**config.mk**
```make
export PLATFORM = sky130hd
export DESIGN_NAME = mem_port_arbiter
export DESIGN_NICKNAME = d
export VERILOG_FILES = /design/src/rtl/mem_port_arbiter_pkg.sv /design/src/rtl/arb_starve_counter.sv /design/src/rtl/mem_port_arbiter.sv
export SDC_FILE = /design/constraint.sdc
export NUM_CORES = 1
export LEC_CHECK = 0
export ABC_AREA = 1
export BUFFER_PORTS_ARGS = -buffer_cell sky130_fd_sc_hd__buf_2
export CAP_MARGIN = 5
export CORE_ASPECT_RATIO = 1.75
export CORE_MARGIN = 10
export CORE_UTILIZATION = 47
export DETAILED_ROUTE_END_ITERATION = 8
export GPL_TIMING_DRIVEN = 0
export PLACE_DENSITY = 0.83
export SYNTH_ARGS = -nofsm -noshare
export SYNTH_HDL_FRONTEND = slang
export SYNTH_SLANG_ARGS = --single-unit
```
**constraint.sdc**
```tcl
create_clock -name clk -period 5.7 [get_ports clk]
set_input_delay 0.57 -clock clk [delete_from_list [all_inputs] [get_ports clk]]
set_output_delay 0.57 -clock clk [all_outputs]
set_load 0.02 [all_outputs]
```
**src/rtl/mem_port_arbiter_pkg.sv**
```systemverilog
// Shared types and defaults for the unified-memory port arbiter.
// State encoding and default limits are also used by the core top-level.
package mem_port_arbiter_pkg;

  typedef enum logic [2:0] {
    StIdle   = 3'd0,
    StGrantI = 3'd1,
    StGrantD = 3'd2,
    StRespI  = 3'd3,
    StRespD  = 3'd4
  } arb_state_e;

  localparam int unsigned DefStarveLimit = 4;
  localparam int unsigned DefTimeout     = 64;

endpackage

```
**src/rtl/arb_starve_counter.sv**
```systemverilog
// Saturating counter of consecutive data grants taken while a fetch waits.
// Clear has priority over increment; at_limit_o forces the next fetch through.
module arb_starve_counter
  import mem_port_arbiter_pkg::*;
#(
  parameter int unsigned Limit = DefStarveLimit
) (
  input  logic clk,
  input  logic reset,
  input  logic clr_i,
  input  logic inc_i,
  output logic at_limit_o
);

  localparam int unsigned CntW = (Limit < 1) ? 1 : $clog2(Limit + 1);

  logic [CntW-1:0] cnt_q, cnt_d;

  assign at_limit_o = (cnt_q == CntW'(Limit));

  always_comb begin
    cnt_d = cnt_q;
    if (clr_i) begin
      cnt_d = '0;
    end else if (inc_i && !at_limit_o) begin
      cnt_d = cnt_q + CntW'(1);
    end
  end

  always_ff @(posedge clk or posedge reset) begin
    if (reset) begin
      cnt_q <= '0;
    end else begin
      cnt_q <= cnt_d;
    end
  end

endmodule

```
**src/rtl/mem_port_arbiter.sv**
```systemverilog
// Arbitrates a single-ported memory between the fetch and data ports.
// Data wins by default; a starvation counter and a timeout keep both ports live.
module mem_port_arbiter
  import mem_port_arbiter_pkg::*;
#(
  parameter int unsigned STARVE_LIMIT = DefStarveLimit,
  parameter int unsigned TIMEOUT      = DefTimeout,
  parameter int unsigned ADDR_W       = 32
) (
  input  logic              clk,
  input  logic              reset,
  input  logic              i_req,
  input  logic [ADDR_W-1:0] i_addr,
  output logic [31:0]       i_rdata,
  output logic              i_ready,
  input  logic              d_req,
  input  logic              d_we,
  input  logic [ADDR_W-1:0] d_addr,
  input  logic [31:0]       d_wdata,
  output logic [31:0]       d_rdata,
  output logic              d_ready,
  output logic              m_req,
  output logic              m_we,
  output logic [ADDR_W-1:0] m_addr,
  output logic [31:0]       m_wdata,
  input  logic [31:0]       m_rdata,
  input  logic              m_ack,
  output logic              err
);

  localparam int unsigned TmoW = $clog2(TIMEOUT + 1);

  arb_state_e        state_q;
  logic [TmoW-1:0]   tmo_q;
  logic              m_req_q, m_we_q, i_ready_q, d_ready_q, err_q;
  logic [ADDR_W-1:0] m_addr_q;
  logic [31:0]       m_wdata_q, i_rdata_q, d_rdata_q;

  logic starve_hit, starve_clr, starve_inc;
  logic grant_d, grant_i, tmo_hit;

  always_comb begin
    grant_d = 1'b0;
    grant_i = 1'b0;
    if (state_q == StIdle) begin
      grant_d = d_req && !(i_req && starve_hit);
      grant_i = i_req && !grant_d;
    end
  end

  assign starve_inc = grant_d && i_req;
  assign starve_clr = grant_i || ((state_q == StIdle) && !i_req);
  // Expires on the TIMEOUT-th grant cycle that passes without an ack.
  assign tmo_hit    = (tmo_q == TmoW'(TIMEOUT - 1));

  arb_starve_counter #(
    .Limit (STARVE_LIMIT)
  ) u_starve (
    .clk        (clk),
    .reset      (reset),
    .clr_i      (starve_clr),
    .inc_i      (starve_inc),
    .at_limit_o (starve_hit)
  );

  always_ff @(posedge clk or posedge reset) begin
    if (reset) begin
      state_q   <= StIdle;
      tmo_q     <= '0;
      m_req_q   <= 1'b0;
      m_we_q    <= 1'b0;
      m_addr_q  <= '0;
      m_wdata_q <= '0;
      i_ready_q <= 1'b0;
      d_ready_q <= 1'b0;
      i_rdata_q <= '0;
      d_rdata_q <= '0;
      err_q     <= 1'b0;
    end else begin
      i_ready_q <= 1'b0;
      d_ready_q <= 1'b0;
      unique case (state_q)
        StIdle: begin
          if (grant_d) begin
            state_q   <= StGrantD;
            m_req_q   <= 1'b1;
            m_we_q    <= d_we;
            m_addr_q  <= d_addr;
            m_wdata_q <= d_wdata;
            tmo_q     <= '0;
          end else if (grant_i) begin
            state_q   <= StGrantI;
            m_req_q   <= 1'b1;
            m_we_q    <= 1'b0;
            m_addr_q  <= i_addr;
            m_wdata_q <= '0;
            tmo_q     <= '0;
          end
        end
        StGrantI, StGrantD: begin
          if (m_ack || tmo_hit) begin
            m_req_q <= 1'b0;
            m_we_q  <= 1'b0;
            if (!m_ack) begin
              err_q <= 1'b1;
            end
            // A timed-out transaction still completes, with zero data.
            if (state_q == StGrantI) begin
              state_q   <= StRespI;
              i_ready_q <= 1'b1;
              i_rdata_q <= m_ack ? m_rdata : 32'h0;
            end else begin
              state_q   <= StRespD;
              d_ready_q <= 1'b1;
              d_rdata_q <= m_ack ? m_rdata : 32'h0;
            end
          end else begin
            tmo_q <= tmo_q + TmoW'(1);
          end
        end
        StRespI, StRespD: begin
          state_q <= StIdle;
        end
        default: begin
          state_q <= StIdle;
        end
      endcase
    end
  end

  assign m_req   = m_req_q;
  assign m_we    = m_we_q;
  assign m_addr  = m_addr_q;
  assign m_wdata = m_wdata_q;
  assign i_ready = i_ready_q;
  assign i_rdata = i_rdata_q;
  assign d_ready = d_ready_q;
  assign d_rdata = d_rdata_q;
  assign err     = err_q;

endmodule

```
==> results of run 1 <==
-- state kept, by name, indices dropped and copies added (netlist names) --
name	cells
m_req	1
tmo_q	7
m_addr	32
i_ready	1
m_we	1
u_starve.cnt_q	3
i_rdata	32
d_rdata	32
state_q	3
m_wdata	32
d_ready	1
err	1
-- stage by stage --
stage / setup TNS, ps / instance area (um^2) / power, mW / cells
2_1_floorplan: 0 / 6080 / 3.12 / 612
3_3_place_gp: -40930 / 7610 / 3.88 / 1045
3_5_place_dp: 0 / 7650 / 3.94 / 1046
4_1_cts: 0 / 8230 / 5.04 / 1078
5_1_grt: 0 / 8230 / 5.32 / 1078
6_report: 0 / 8230 / 4.99 / 1078
-- cell type report --
type                       count  area (um^2)  share of cell area (%)
buffer                        39          284                    3.45
clock buffer                  18          439                    5.34
clock inverter                14          144                    1.75
inverter                      14         57.6                   0.699
multi-input combinational    413         2090                    25.4
sequential                   146         3650                    44.4
tap                          168          210                    2.55
timing repair buffer         266         1350                    16.5
-- layout by cell type (no fill, tap or decap), types with 12 or more instances in the layout --
master	count
nor2_1	42
nand2_1	166
o21ai_1	46
buf_6	15
dfrtp_1	146
a22o_1	32
o21ai_2	14
buf_2	279
o21ai_0	72
clkbuf_16	17
nand3_1	12
-- worst paths after layout --
path	from	to	depth (start not counted)
max	u_starve.cnt_q[0]$_DFFE_PP0P_	m_addr[5]$_DFFE_PP0P_	7
min	reset	m_wdata[23]$_DFFE_PP0P_	2
max reg2reg	u_starve.cnt_q[0]$_DFFE_PP0P_	m_addr[5]$_DFFE_PP0P_	7
min reg2reg	d_rdata[11]$_DFFE_PP0P_	d_rdata[11]$_DFFE_PP0P_	2
max in group asynchronous	reset	m_wdata[9]$_DFFE_PP0P_	3
min in group clk	d_wdata[18]	m_wdata[18]$_DFFE_PP0P_	2
-- cell families after synthesis --
family	after synthesis
AO/OA/AOI/OAI	168
buffers and inverters	53
AND/OR/NAND/NOR	239
flip-flops	146
XOR/XNOR	3
adder cells (fa/ha/maj)	3
-- Yosys cell counts --
| cell | n |
|---|---|
| a21oi_1 | 1 |
| nand3_2 | 2 |
| a22o_1 | 32 |
| nand3_1 | 12 |
| dfrtp_1 | 146 |
| nand2_2 | 5 |
| o21ai_0 | 72 |
| or2_2 | 1 |
| nor2_4 | 4 |
| clkbuf_1 | 8 |
| buf_2 | 14 |
| o21bai_1 | 2 |
| inv_2 | 3 |
| nor2_1 | 42 |
| a31oi_1 | 1 |
| buf_6 | 15 |
| o21ai_1 | 46 |
| ha_1 | 3 |
| nand2_4 | 3 |
| nor2_2 | 1 |
| inv_1 | 11 |
| buf_4 | 2 |
| xor2_1 | 2 |
| nand4_1 | 2 |
| xnor2_1 | 1 |
| nand3b_1 | 1 |
| nand2_1 | 166 |
| o21ai_2 | 14 |
-- per-layer routing --
layer / share of wire [%] / vias up
li1: - / 2607
met1: 35 / 2527
met2: 52 / 256
met3: 10 / 37
met4: 3.6 / 0
met5: 0 / -
-- where the power goes --
group	internal [mW]	total [mW]	switching (mW)
logic	0.753	2.18	1.42
registers	1.49	1.73	0.241
clock network	0.628	1.09	0.458
total	2.87	4.99	2.12
==> run metrics, run 1 <==
Rows 54; die width 106 um; Final period util 31.8%; f_max 551 MHz; most used cell, CP o21ai_0; Global Route met3 Usage 9.00%; Detailed Place HPWL 14400 um; total wire length 18500 um; r2r setup slk 3880 ps; Hold Slack 290 ps; min-delay worst type input pin to asynchronous set/reset pin; area of the die 18100 um^2; worst slew pin tran 755 ps; CP delay by family, top buffers and inverters; crit path buf inv count 2; Starting DRT DRC Count 302; Synth Area in Simple Gates between 10% and 20%; sequential fraction of the synthesis area 60.1%; Layout area overhead 35.4%; Post-Synth XOR/XNOR Area 0.432%; dpl ws around 3800 ps; max_cap viols 0; Detail Route Antenna Nets 0; Synth Area in Adders 0.618%; vias in the first global route a little under 6000; crit path kind register to register; Avg WL per Cell between 15 and 20 um; crit-path max cell delay 400 ps; Clock Tree Root clkbuf_16; initial antenna violation count 0; Slew HR 49.7%; Vias/cell 5.03; CP Capture Type register; initial core utilization about half; Num CTS Buffers 17; PwrDens 607 nW/um^2; Synth Register Bits roughly 150; Synth area leaders dfrtp_1 (60%), nand2_1 (10%), o21ai_0 (5.9%), a22o_1 (4.6%), o21ai_1 (3.8%); clk_lat worst skew 410 ps; Setup Skew about 11 ps; grt ovf 0; Yosys top cell by area dfrtp_1; CTS sink cnt 146; Critical Path Slowest Stage Cell dfrtp_1; Worst-path clk slew roughly 70 ps; Placeable Area 12600 um^2; Syn Std Cell Area 6080 um^2; Fill cells 1048; CTS tree yes; largest net degree at the start of global routing 84; Final Hold Vio Count 0; Peak VDD IR 375 uV; compound-cell area share of the yosys netlist 16.8%; nets@finish about 1000; multiplexer area fraction after synthesis 0%; Syn Area/Cell 9.93 um^2; I/O pin total 267; CTS Hold Bufs 0; Net Count, Synth 749; post-synth top area share between 60 and 70%; Leak 4.42 nW; port bufs roughly 270; Critical Path RT 6020 ps; first-pass GRT wire length 29700 um; Die Ht approximately 170 um; largest family of logic cells by synthesized area compound AO/OA/AOI/OAI gates; final core utilization 65.5%; DR vias 5427; Tmin final roughly 1800 ps; setup ws final roughly 3900 ps; # diodes 0; crit start category register; routability cong. 0.763; Tot GR Track Use 20.4%; Syn Inst Count 612; RSZ-0062 raised after global routing false; data arrival time of the critical path around 2100 ps; setup violators final 0; status finished clean; share of cells above drive strength 1 about two fifths; critical path peak fanout 10; H-tree Lvls 4; Netlist cell types 28; Post-CTS Setup Inserts 0; met2 Usage GRT between 30% and 40%; DR pass1 iterations 4; max-slew violations 0; critical path cell sequence inv_1, ha_1, nand3_1, nand2_2, clkbuf_1, o21ai_0, o21ai_0; CTS max path bufs 2; Synth warnings 0; grt met1 use about a fifth; count of cells resized by post-cts repair 0; GR peak layer met2; DRC Markers 0
No activity file was read; power rests on OpenSTA's default activity.
==> run 2: changes to the inputs <==
--- a/config.mk
+++ b/config.mk
@@ -10,10 +10,10 @@
 export CAP_MARGIN = 5
 export CORE_ASPECT_RATIO = 1.75
 export CORE_MARGIN = 10
-export CORE_UTILIZATION = 47
+export CORE_UTILIZATION = 43
 export DETAILED_ROUTE_END_ITERATION = 8
 export GPL_TIMING_DRIVEN = 0
-export PLACE_DENSITY = 0.83
+export PLACE_DENSITY = 0.81
 export SYNTH_ARGS = -nofsm -noshare
 export SYNTH_HDL_FRONTEND = slang
 export SYNTH_SLANG_ARGS = --single-unit
==> constraint.sdc (replaced) <==
create_clock -name clk -period 1.5 [get_ports clk]
set_input_delay 0.15 -clock clk [delete_from_list [all_inputs] [get_ports clk]]
set_output_delay 0.15 -clock clk [all_outputs]
set_load 0.02 [all_outputs]
==> run metrics, run 2 (synthesis results as in run 1) <==
CTS tree yes; Detailed Place HPWL 15300 um; CP Capture Type register; Reg area 3660 um^2; Worst R2R End m_addr[31]$_DFFE_PP0P_; r2r setup slk -10 ps; clk_lat worst skew 410 ps; Avg WL per Cell 18.7 um; most common cell after layout, fill and taps aside buf_2; Rows 57; Fill cells 1041; f_max 661 MHz; combinational share of power 48.8%; Critical Path RT 1830 ps; Sw Share between 40% and 50%; status finished, violations left; critical path peak fanout 7; first-pass GRT wire length 33400 um; port bufs between 200 and 300; Critical Path Slowest Stage Cell dfrtp_1; die width 110 um; most used cell, CP nor2_4; met2 Usage GRT 38.7%; Clk pwr share 19.3%; GR peak layer met2; crit start category register; setup ws final -12.8 ps; Layout area overhead 59.2%; NetSw 9.06 mW; setup violators final 6; Power Total roughly 21 mW; Num CTS Buffers 17; Reg power frac 31.8%; PwrDens 2210 nW/um^2; Final Hold Vio Count 2; area of the multi-input gates around 2400 um^2; DR vias between 6000 and 7000; Global Route met3 Usage 6.42%; worst setup path end m_addr[31]$_DFFE_PP0P_; Hold Slack -4.87 ps; failing checks negative hold slack, negative setup slack; Internal about 12 mW; Worst-path clk slew ~60 ps; min-delay worst type input pin to register; Worst R2R Path Depth 8; CTS sink cnt between 100 and 150; worst slew pin tran around 900 ps; DRC Markers 0; largest net degree at the start of global routing 42; dpl ws -273 ps; Placeable Area between 10000 and 15000 um^2; Leak 5.04 nW; I/O pin total 267; final core utilization 69.6%; Critical path origin state_q[0]$_DFFE_PP0P_; grt met1 use 22.1%; Tot GR Track Use 21.7%; share of cells above drive strength 1 46.5%; total wire length 22100 um; Setup Skew between 10 and 15 ps; initial core utilization about 44%; final setup TNS -27.4 ps; Vias/cell just over 5; leading cell types in the layout, fill and taps excluded buf_2 (269), dfrtp_1 (144), nand2_1 (128); Tmin final 1510 ps; area of the die 19500 um^2; Starting DRT DRC Count 239; max-slew violations 0; data arrival time of the critical path 1840 ps; nets@finish 1129; vias in the first global route 6519; routability cong. 0.813; R2R Path Start state_q[0]$_DFFE_PP0P_; initial antenna violation count 1; Detail Route Antenna Nets 0; H-tree Lvls 4; Final period util 101%; Peak VDD IR 1160 uV; crit path kind register to register; RSZ-0062 raised after global routing true; Slew HR 39.4%; DR pass1 iterations 4; max_cap viols 0; Die Ht 177 um; crit-path max cell delay 410 ps; critical path cell sequence nor2_4, nand2_4, buf_6, nor2_4, buf_8, buf_12, nor2_1, o21ai_1; grt ovf 0; Clock Tree Root clkbuf_16; CTS max path bufs 2
-- run 2: cell count changes in the layout (fill, tap and decap cells not counted), moves of 9 or more --
| cell | change |
|---|---|
| nand2_1 | -38 |
| buf_8 | +10 |
| dlygate4sd3_1 | +54 |
| o21ai_0 | -25 |
| nand2_4 | +17 |
| o21ai_1 | +16 |
| nand2_2 | +21 |
| buf_12 | +9 |
| buf_4 | +32 |
| buf_2 | -10 |
-- run 2: area by class of cell --
type,instances,area share (%)
sequential,146,37.8
multi-input combinational,413,24.6
timing repair buffer,360,24.5
clock buffer,17,4.40
buffer,39,4.22
tap,177,2.29
clock inverter,15,1.53
inverter,14,0.608
timing repair inverter,1,0.0517
antenna,1,0.0259
-- run 2: worst min-delay path by stage --
stage / depth (start not counted) / start / end
2_1_floorplan: 2 / d_we / m_we$_DFFE_PP0P_
3_3_place_gp: 3 / d_we / m_we$_DFFE_PP0P_
3_5_place_dp: 2 / reset / m_wdata[7]$_DFFE_PP0P_
4_1_cts: 3 / i_addr[29] / m_addr[29]$_DFFE_PP0P_
5_1_grt: 3 / i_addr[17] / m_addr[17]$_DFFE_PP0P_
6_report: 3 / i_addr[29] / m_addr[29]$_DFFE_PP0P_
-- run 2: what timing repair did --
action | 4_1_cts | 5_1_grt
gates resized for setup | 40 | 112
gates cloned | 2 | 6
pin swaps | 7 | 9
buffers inserted | 20 | 11
endpoints found under the setup margin | 141 | 177
hold buffers | 52 | 2
endpoints found under the hold margin | 88 | 2
-- run 2: routing by layer --
layer	routed length, um	vias to the layer above
met5	0	-
met4	964	0
met3	1870	63
met2	12100	289
met1	7200	2909
li1	-	2812
-- run 2: critical path: cells and delay by family, from the launching register on --
family	cells	cell delay, ps
compound gates	1	130
simple gates	4	460
flops	1	410
buf+inv	3	420
-- run 2: metrics by stage --
stage,area (um^2),std cells
2_1_floorplan,6090,612
3_3_place_gp,7640,1054
3_5_place_dp,7700,1057
4_1_cts,9110,1163
5_1_grt,9680,1183
6_report,9680,1183
-- run 2: power by group through the flow --
stage               clock [mW]  sequential [mW]  combinational (mW)
floorplan                    0             8.59                3.29
global placement             0             6.56                8.23
detailed placement           0             6.62                8.44
CTS                       4.22             6.60                9.35
global route              4.38             6.98                11.3
finish                    4.13             6.80                10.4
